File: src/rtl/coeff_decomposer_pipe.sv
// coeff_decomposer_pipe
//   Splits each of LANES coefficients into a high part r1 (doa) and a low
//   part r0 (dob, stored mod q in [0,q)). Per beat, mode selects Dilithium
//   Decompose (gamma2 picked by sec_lvl) or Power2Round (d = 13).
//   An accepted beat is captured into an input register, then passes three
//   stages: mod-q reduction, quotient estimate, correction/output. Every
//   register advances on a common enable, so the pipe is fully stallable.
// Ports
//   clk, rst        clock / synchronous active-low reset
//   sec_lvl, mode   per-beat controls, travel with the beat
//   valid_i/ready_i input handshake
//   di              LANES x COEFF_W input coefficients
//   doa, dob        LANES x COEFF_W r1 / r0 results
//   valid_o/ready_o output handshake
// COEFF_W must be at least 24; only the low 24 input bits are used.

// Per-lane datapath. Controls for the beat in stage 1 / stage 2 come from the
// shared control pipe in the top level.
module coeff_decomposer_lane #(
  parameter int COEFF_W = 24
) (
  input  logic               clk,
  input  logic               rst,
  input  logic               en,
  input  logic [COEFF_W-1:0] di,
  input  logic               mode_s1,
  input  logic               sec_s1,
  input  logic               mode_s2,
  input  logic               sec_s2,
  output logic [COEFF_W-1:0] doa,
  output logic [COEFF_W-1:0] dob
);
  localparam logic [23:0] Q  = 24'd8380417;
  localparam logic [23:0] Q2 = 24'd16760834;

  logic [23:0]        din_q, din_d;
  logic [22:0]        rp_q, rp_d, rp2_q, rp2_d;
  logic [14:0]        x_q, x_d, x_b;
  logic [10:0]        e_q, e_d, e_b;
  logic [COEFF_W-1:0] doa_q, doa_d, dob_q, dob_d;
  logic [23:0]        t, r0e;
  logic [28:0]        prod;
  logic [25:0]        ed, rem, m;
  logic [14:0]        dv;
  logic [19:0]        dfull;
  logic [10:0]        r1;
  logic               corr, wrap;

  // Input capture and mod-q reduction: a 24-bit value is below 3q, so at most
  // two subtractions are needed.
  always_comb begin
    din_d = en ? di[23:0] : din_q;
    rp_d  = rp_q;
    if (en) begin
      if (din_q >= Q2)     rp_d = 23'(din_q - Q2);
      else if (din_q >= Q) rp_d = 23'(din_q - Q);
      else                 rp_d = din_q[22:0];
    end
  end

  // Quotient estimate. r1 = floor((r+ + half - 1) / D), which rounds ties
  // down so r0 lands in (-half, half]. Both 2*gamma2 values are 2^s * c with
  // c*M = 2^20 - 1 (93*11275, 1023*1025), so (x*M)>>20 is floor(x/c) or one
  // less; stage 3 fixes the shortfall. Power2Round divides by a shift only.
  always_comb begin
    t    = {1'b0, rp_q} + (mode_s1 ? 24'd4095 : (sec_s1 ? 24'd95231 : 24'd261887));
    if (mode_s1)     x_b = {4'b0, t[23:13]};
    else if (sec_s1) x_b = {2'b0, t[23:11]};
    else             x_b = t[23:9];
    prod  = 29'(x_b) * 29'(sec_s1 ? 14'd11275 : 14'd1025);
    e_b   = mode_s1 ? x_b[10:0] : {2'b0, prod[28:20]};
    rp2_d = en ? rp_q : rp2_q;
    x_d   = en ? x_b  : x_q;
    e_d   = en ? e_b  : e_q;
  end

  // Correction, q-1 wrap handling and r0 encoding.
  always_comb begin
    dv    = sec_s2 ? 15'd93 : 15'd1023;
    ed    = 26'(e_q) * 26'(dv);
    rem   = 26'(x_q) - ed;
    corr  = !mode_s2 && (rem >= 26'(dv));
    r1    = e_q + 11'(corr);
    dfull = mode_s2 ? 20'd8192 : (sec_s2 ? 20'd190464 : 20'd523776);
    m     = 26'(r1) * 26'(dfull);
    // r+ - r0 = q-1 happens exactly when r1 hits (q-1)/2gamma2; then
    // r0 - 1 = r+ - q, whose mod-q encoding is r+ itself.
    wrap  = !mode_s2 && (r1 == (sec_s2 ? 11'd44 : 11'd16));
    if (wrap)                   r0e = {1'b0, rp2_q};
    else if (m > 26'(rp2_q))    r0e = 24'(26'(rp2_q) + 26'(Q) - m);
    else                        r0e = 24'(26'(rp2_q) - m);
    doa_d = doa_q;
    dob_d = dob_q;
    if (en) begin
      doa_d = wrap ? '0 : COEFF_W'(r1);
      dob_d = COEFF_W'(r0e);
    end
  end

  always_ff @(posedge clk) begin
    if (!rst) begin
      din_q <= '0;
      rp_q  <= '0;
      rp2_q <= '0;
      x_q   <= '0;
      e_q   <= '0;
      doa_q <= '0;
      dob_q <= '0;
    end else begin
      din_q <= din_d;
      rp_q  <= rp_d;
      rp2_q <= rp2_d;
      x_q   <= x_d;
      e_q   <= e_d;
      doa_q <= doa_d;
      dob_q <= dob_d;
    end
  end

  assign doa = doa_q;
  assign dob = dob_q;
endmodule

module coeff_decomposer_pipe #(
  parameter int LANES   = 4,
  parameter int COEFF_W = 24
) (
  input  logic                     clk,
  input  logic                     rst,
  input  logic [2:0]               sec_lvl,
  input  logic                     mode,
  input  logic                     valid_i,
  output logic                     ready_i,
  input  logic [LANES*COEFF_W-1:0] di,
  output logic [LANES*COEFF_W-1:0] doa,
  output logic [LANES*COEFF_W-1:0] dob,
  output logic                     valid_o,
  input  logic                     ready_o
);
  localparam int STAGES = 3;

  // vld_pipe[0] is the input capture register, [STAGES] drives valid_o.
  logic [STAGES:0]   vld_pipe_q, vld_pipe_d;
  logic [STAGES-1:0] mode_pipe_q, mode_pipe_d, sec_pipe_q, sec_pipe_d;
  logic              en;

  assign en      = ready_o | ~vld_pipe_q[STAGES];
  assign ready_i = en & rst;
  assign valid_o = vld_pipe_q[STAGES];

  always_comb begin
    vld_pipe_d  = vld_pipe_q;
    mode_pipe_d = mode_pipe_q;
    sec_pipe_d  = sec_pipe_q;
    if (en) begin
      vld_pipe_d  = {vld_pipe_q[STAGES-1:0], valid_i & ready_i};
      mode_pipe_d = {mode_pipe_q[STAGES-2:0], mode};
      sec_pipe_d  = {sec_pipe_q[STAGES-2:0], sec_lvl == 3'b010};
    end
  end

  always_ff @(posedge clk) begin
    if (!rst) begin
      vld_pipe_q  <= '0;
      mode_pipe_q <= '0;
      sec_pipe_q  <= '0;
    end else begin
      vld_pipe_q  <= vld_pipe_d;
      mode_pipe_q <= mode_pipe_d;
      sec_pipe_q  <= sec_pipe_d;
    end
  end

  for (genvar k = 0; k < LANES; k++) begin : g_lane
    coeff_decomposer_lane #(.COEFF_W(COEFF_W)) u_lane (
      .clk     (clk),
      .rst     (rst),
      .en      (en),
      .di      (di[k*COEFF_W +: COEFF_W]),
      .mode_s1 (mode_pipe_q[1]),
      .sec_s1  (sec_pipe_q[1]),
      .mode_s2 (mode_pipe_q[2]),
      .sec_s2  (sec_pipe_q[2]),
      .doa     (doa[k*COEFF_W +: COEFF_W]),
      .dob     (dob[k*COEFF_W +: COEFF_W])
    );
  end
endmodule

File: config.mk
export PLATFORM = sky130hd
export DESIGN_NAME = coeff_decomposer_pipe
export DESIGN_NICKNAME = d
export VERILOG_FILES = /design/src/rtl/coeff_decomposer_pipe.sv
export SDC_FILE = /design/constraint.sdc
export NUM_CORES = 2
export LEC_CHECK = 0
export CORE_ASPECT_RATIO = 1.5
export CORE_MARGIN = 3
export CORE_UTILIZATION = 30
export DETAILED_ROUTE_END_ITERATION = 10
export HOLD_SLACK_MARGIN = 0.02
export PLACE_DENSITY_LB_ADDON = 0.2
export SKIP_LAST_GASP = 1
export SYNTH_ARGS = -nofsm -noshare
export SYNTH_HDL_FRONTEND = slang
export SYNTH_SLANG_ARGS = --single-unit
File: constraint.sdc
create_clock -name clk -period 17.95 [get_ports clk]
set_clock_uncertainty 0.15 [all_clocks]
set_input_delay 3.59 -clock clk [delete_from_list [all_inputs] [get_ports clk]]
set_output_delay 3.59 -clock clk [all_outputs]
set_load 0.03 [all_outputs]
# After elaboration in Yosys (flattened, before gate mapping)
# Index checks and enable logic that the tools add are counted.
[totals] regBits=586 inputBits=104 out_inout_bits=194 word_cells=148
[classes] n_addsub=32 mul=12 magnitude_cmp=16 n_eq_ne=5 mux=39 n_bitwise=4 n_reduce_logical=9
[ops] operator="$mux 24" n=9
[ops] operator="$mux 23" n=8
[ops] operator="$sub 23x23->23 const B" n=8
[ops] operator="$mux 15" n=8
[ops] operator="$ge 26x15->1" n=4
[ops] operator="$gt 26x23->1" n=4
[ops] operator="$mul 11x15->26" n=4
[ops] operator="$mul 11x20->26" n=4
[ops] operator="$sub 15x26->26" n=4
[ops] operator="$add 23x23->24 const B" n=4
[ops] operator="$add 23x24->24" n=4
[ops] operator="$ge 24x23->1 const B" n=4
[ops] operator="$ge 24x24->1 const B" n=4
[ops] operator="$sub 23x24->24" n=4
[ops] operator="$sub 24x24->24" n=4
[ops] operator="$mux 11" n=8
[ops] operator="$mul 15x29->29" n=3
[ops] operator="$add 11x1->11" n=4
[ops] operator="$eq 11x11->1" n=3
[ops] operator="$mul 15x14->29" n=1
[ops] operator="$mux 20" n=1
[ops] operator="$mux 19" n=1
[ops] operator="$mux 18" n=1
[ops] operator="$mux 14" n=1
[ops] operator="other kinds (9)" n=17

# Logic depth before layout (Yosys ltp)
[depth] ltp_word=10 ltp_mapped=69 depth_no_buf=64

# Cells and area by module
# A second synthesis with hierarchy kept.
[unflattened] cells_unflattened=8992 area_unflattened_um2=77112.7
[by_module_without_submodules] mod="coeff_decomposer_lane (g_lane[1].u_lane)" n_inst=1 cells_per_inst=2234 area_per_inst_um2=19215.9 seq_area_each_um2=2622.5
[by_module_without_submodules] mod="coeff_decomposer_lane (g_lane[2].u_lane)" n_inst=1 cells_per_inst=2240 area_per_inst_um2=19190.9 seq_area_each_um2=2622.5
[by_module_without_submodules] mod="coeff_decomposer_lane (g_lane[3].u_lane)" n_inst=1 cells_per_inst=2236 area_per_inst_um2=19148.4 seq_area_each_um2=2622.5
[by_module_without_submodules] mod="coeff_decomposer_lane (g_lane[0].u_lane)" n_inst=1 cells_per_inst=2237 area_per_inst_um2=19129.6 seq_area_each_um2=2622.5
[by_module_without_submodules] mod="coeff_decomposer_pipe" n_inst=1 cells_per_inst=45 area_per_inst_um2=427.9 seq_area_each_um2=200.2

# Worst setup path before layout
# Ideal clock, no wire load.
[synth_timing] path_kind="register to register" from="register sec_pipe_q[2]" to="register g_lane[0].u_lane.dob_q[9]" setup_time_ns=0.070 arrival_ns=15.122 required_time_ns=17.730 slack_ns=2.608 path_stages_with_launch=55 path_buffers=4 period_less_slack_ns=15.342 path_cell_list="dfxtp_1 clkbuf_1 clkbuf_1 clkbuf_1 clkbuf_1 nand2b_1 inv_1 fa_1 fa_1 inv_1 fa_1 fa_1 fa_1 ha_1 or3_1 o21a_1 a21oi_1 xnor2_1 [... 19 more ...] inv_1 fa_1 fa_1 fa_1 ha_1 or2_2 a211oi_1 nor2_1 xor2_1 ha_1 nand4_2 or4_4 or4_1 or4_1 o211a_2 a31oi_4 mux2_2 a21oi_1"
[synth_between] elab_chain_cells=10 word_cells_on_any_way=17 classes_between="4 x add/sub; 2 x mul; 2 x order compare; 1 x eq/ne; 6 x mux; 2 x reduce/logical"
[synth_rtl] item="from (decl)" line="144" source="logic [STAGES-1:0] mode_pipe_q, mode_pipe_d, sec_pipe_q, sec_pipe_d;"
[synth_rtl] item="from (signal assigned)" line="170" source="sec_pipe_q <= sec_pipe_d;"
[synth_rtl] item="$mux 10" line="79" source="dv = sec_s2 ? 15'd93 : 15'd1023;"
[synth_rtl] item="$mul 11x15->26" line="80" source="ed = 26'(e_q) * 26'(dv);"
[synth_rtl] item="$sub 15x26->26" line="81" source="rem = 26'(x_q) - ed;"
[synth_rtl] item="$ge 26x15->1" line="82" source="corr = !mode_s2 && (rem >= 26'(dv));"
[synth_rtl] item="$logic_and 1x1->1" line="82"
[synth_rtl] item="$add 11x1->11" line="83" source="r1 = e_q + 11'(corr);"
[synth_rtl] item="$mul 11x20->26" line="85" source="m = 26'(r1) * 26'(dfull);"
[synth_rtl] item="$sub 23x24->24 (tied with other cells)" line="91" source="else r0e = 24'(26'(rp2_q) - m);"
[synth_rtl] item="$mux 24" line="90" source="else if (m > 26'(rp2_q)) r0e = 24'(26'(rp2_q) + 26'(Q) - m);"
[synth_rtl] item="$mux 24 (*)" line="89" source="if (wrap) r0e = {1'b0, rp2_q};"
[synth_rtl] item="to (signal assigned)" line="116" source="dob_q <= dob_d;"
[synth_rtl] item="to (decl)" line="40" source="logic [COEFF_W-1:0] doa_q, doa_d, dob_q, dob_d;"
# Mark *: on every way between the ends. The rest lies on a longest branch, timed or not.
# A chain may end at the register's enable or synchronous reset.

# Worst setup path in the final report
[layout_timing] from="register sec_pipe_q[2]" to="register g_lane[0].u_lane.dob_q[1]"
# Same word-level chain as after synthesis.

==> flow_summary.toml <==
[finish]
design_area_sq_mm = 0.0836
final_cell_mix = "1437 x inv_1, 1267 x ha_1, 885 x nand2_1, 750 x fa_1, 530 x dfxtp_1"
final_cells = 12200
fillers = 26000
syn2layout_area_growth_pct = 11.4
final_common_cell = "inv_1"
drive_above_1_share_pct = 3.28
nets = 11000

[cts]
cts-root-buf = "clkbuf_16"
cts_tree = "built"
cts_buffer_depth = 3
clkSinkCount = 534
insertion_delay_ps = 740
cts-buffers-inserted = 72
cts.clk_slew.worst_paths_ps = 70
htreeDepth = 3

[floorplanning]
die_height_um = 619
die_area_sq_mm = 0.256
boundaryPins = 298
die_w_um = 414
design.core.area_sq_mm = 0.249
rows = 224
start_util_pct = 30.2

[worst_setup_path]
rr_endpoint = "g_lane[0].u_lane.dob[1]$_SDFFE_PN0N_"
crit_path_end = "g_lane[0].u_lane.dob[1]$_SDFFE_PN0N_"
cp-startpoint = "sec_pipe_q[2]$_SDFFE_PN0N_"
crit_type = "reg -> reg"
cp.required_ps = 18340
cp-start-kind = "register"
critPathSlowestCell = "a31oi_4"
endpoint_kind = "register"
critical-path-max-stage-delay_ps = 930
r2r-start = "sec_pipe_q[2]$_SDFFE_PN0N_"
crit_top_cell = "fa_1"
reg2reg_depth = 51
critical_path_arrival_ps = 17220
r2r_slack_ps = 1130
cp_max_fo = 37

[synthesis]
syn_avg_cell_area_sq_um = 8.57
synth_edf_count = 0
ys_types = 101
synth_warnings = 0
synth-async-reset-ratio_pct = 0
dominantRegCellSynth = "dfxtp_1"
syn_area_sq_mm = 0.0751
ys_seq_area_share_pct = 14.2
synthCells = 8760
synth_seq_cells = 534

[sta]
slew_headroom_pct = 14.1
drv_slew = 0
tns_ps = 0
tightest_slew_ps = 1280
grt_setup_unrepaired = "no"
hold_viol = 0
layout_min_cycle_time_ps = 16820
max_freq_mhz = 59.4
min_period_over_period_pct = 93.7
setup_viol = 0

[detailed_routing]
vias_per_cell = 4.95
detail_route.wl_per_cell_um = 20.0
dr.pass1.iters = 6
wl_mm = 245
drc = 0
vias = 60600
drtAntennaViolNets = 0
first_iter_violations = 2967

[global_route]
overflow = 0
antenna_found_initial = 11
grt_use_total_pct = 18.8
grt_pass1_wl_mm = 377
grt_pass1_vias = 64100
grt_max_degree = 158

[job]
maxCapViolations = 0

[placement]
gp_congestion = 0.892
io_buffers = 245
dp_hpwl_mm = 202
place_inst = 12100
placed_area_sq_mm = 0.0810

[worst_hold_path]
hp-class = "reg -> reg"

[run_status]
status = "finished clean"
==> timing repair <==
item,CTS,global route
setup endpoints to repair,0,5
setup buffers,0,1
gates resized for setup,0,1
hold buffers,0,0
==> cell type report <==
cell class                 instances  area [sq um]  area share (%)
antenna                            4          10.0          0.0120
timing repair buffer             309          3000            3.59
clock buffer                      91          1950            2.34
inverter                        1441          5410            6.47
sequential                       534         10700            12.8
tap                             3277          4100            4.90
multi-input combinational       6542         57800            69.2
clock inverter                    37           564           0.675
==> sequential cells by signal, summed over array words and instances (netlist names) <==
signal and cells:
g_lane.u_lane.din_q 96, g_lane.u_lane.doa 44, g_lane.u_lane.dob 96, g_lane.u_lane.e_q 44, g_lane.u_lane.rp2_q 92, g_lane.u_lane.rp_q 92
g_lane.u_lane.x_q 60, mode_pipe_q 3, sec_pipe_q 3, vld_pipe_q 4
==> critical path: cells and delay by family (launching register included) <==
family	cells	cell delay (ps)
adders and majority gates	16	6340
and+or+nand+nor	12	3990
AOI/OAI and AO/OA	14	3510
xor gates and xnor gates	3	950
buffers and inverters	5	760
DFF	1	640
muxes	1	220
==> synth_stat cells (50+ instances only) <==
master    instances  area share, %
clkbuf_1        234            1.2
a31oi_1          75           0.63
inv_1          1439            7.2
a21o_1          116            1.2
and2_1           51           0.43
o21ai_0         395            2.6
nand3_1         155            1.0
o21a_1           55           0.55
fa_1            750             20
or2_2            50           0.42
buf_4            52           0.52
and3_1           51           0.43
a21boi_0        237            2.4
a21oi_1         388            2.6
nor3_1          103           0.69
o211a_1          71           0.95
dfxtp_1         534             14
nand2b_1        111           0.93
nor2_1          420            2.1
nor2b_1          62           0.52
or3_1            53           0.44
ha_1           1267             21
nand2_1         886            4.4
xnor2_1         296            3.5
xor2_1          160            1.9
==> stage by stage <==
stage | setup slack (ps) | hold WS, ps | util (%)
2_1_floorplan | 2610 | 275 | -
3_3_place_gp | 1070 | 287 | 32.6
3_5_place_dp | 824 | 291 | 32.6
4_1_cts | 778 | 304 | 33.6
5_1_grt | 150 | 330 | 33.6
6_report | 1130 | 299 | 33.6
==> worst min-delay path by stage <==
stage                                                      from                                     to  slack [ps]  cells after the start
after floorplan           g_lane[0].u_lane.x_q[12]$_SDFFE_PN0N_  g_lane[0].u_lane.x_q[12]$_SDFFE_PN0N_         280                      2
after global placement    g_lane[0].u_lane.x_q[12]$_SDFFE_PN0N_  g_lane[0].u_lane.x_q[12]$_SDFFE_PN0N_         290                      2
after detailed placement   g_lane[2].u_lane.doa[4]$_SDFFE_PN0N_   g_lane[2].u_lane.doa[4]$_SDFFE_PN0N_         290                      2
after CTS                  g_lane[1].u_lane.dob[0]$_SDFFE_PN0N_   g_lane[1].u_lane.dob[0]$_SDFFE_PN0N_         300                      2
after global routing       g_lane[3].u_lane.doa[3]$_SDFFE_PN0N_   g_lane[3].u_lane.doa[3]$_SDFFE_PN0N_         330                      2
final                      g_lane[1].u_lane.dob[0]$_SDFFE_PN0N_   g_lane[1].u_lane.dob[0]$_SDFFE_PN0N_         300                      2
==> cells by family (layout without fill, tap and decap cells) <==
group / count (synthesis) / count (layout) / synth area share [%]
flops: 534 / 534 / 14.2
mux: 45 / 45 / 0.613
fa+ha+maj: 2018 / 2018 / 41.1
buf+inv: 1754 / 1878 / 9.09
other cells: 2 / 76 / 0.0100
compound gates: 1804 / 1804 / 16.1
simple gates: 2143 / 2143 / 13.4
xor+xnor: 460 / 460 / 5.44
==> layer usage <==
layer	GRT usage (%)	share of wire [%]
met5	0	0
met4	7.16	4.1
met3	1.74	2.7
met2	36.7	54
met1	20.9	39
Power is not shown: default switching activity piles up to over one toggle a cycle in this logic, so the estimate is an artifact.
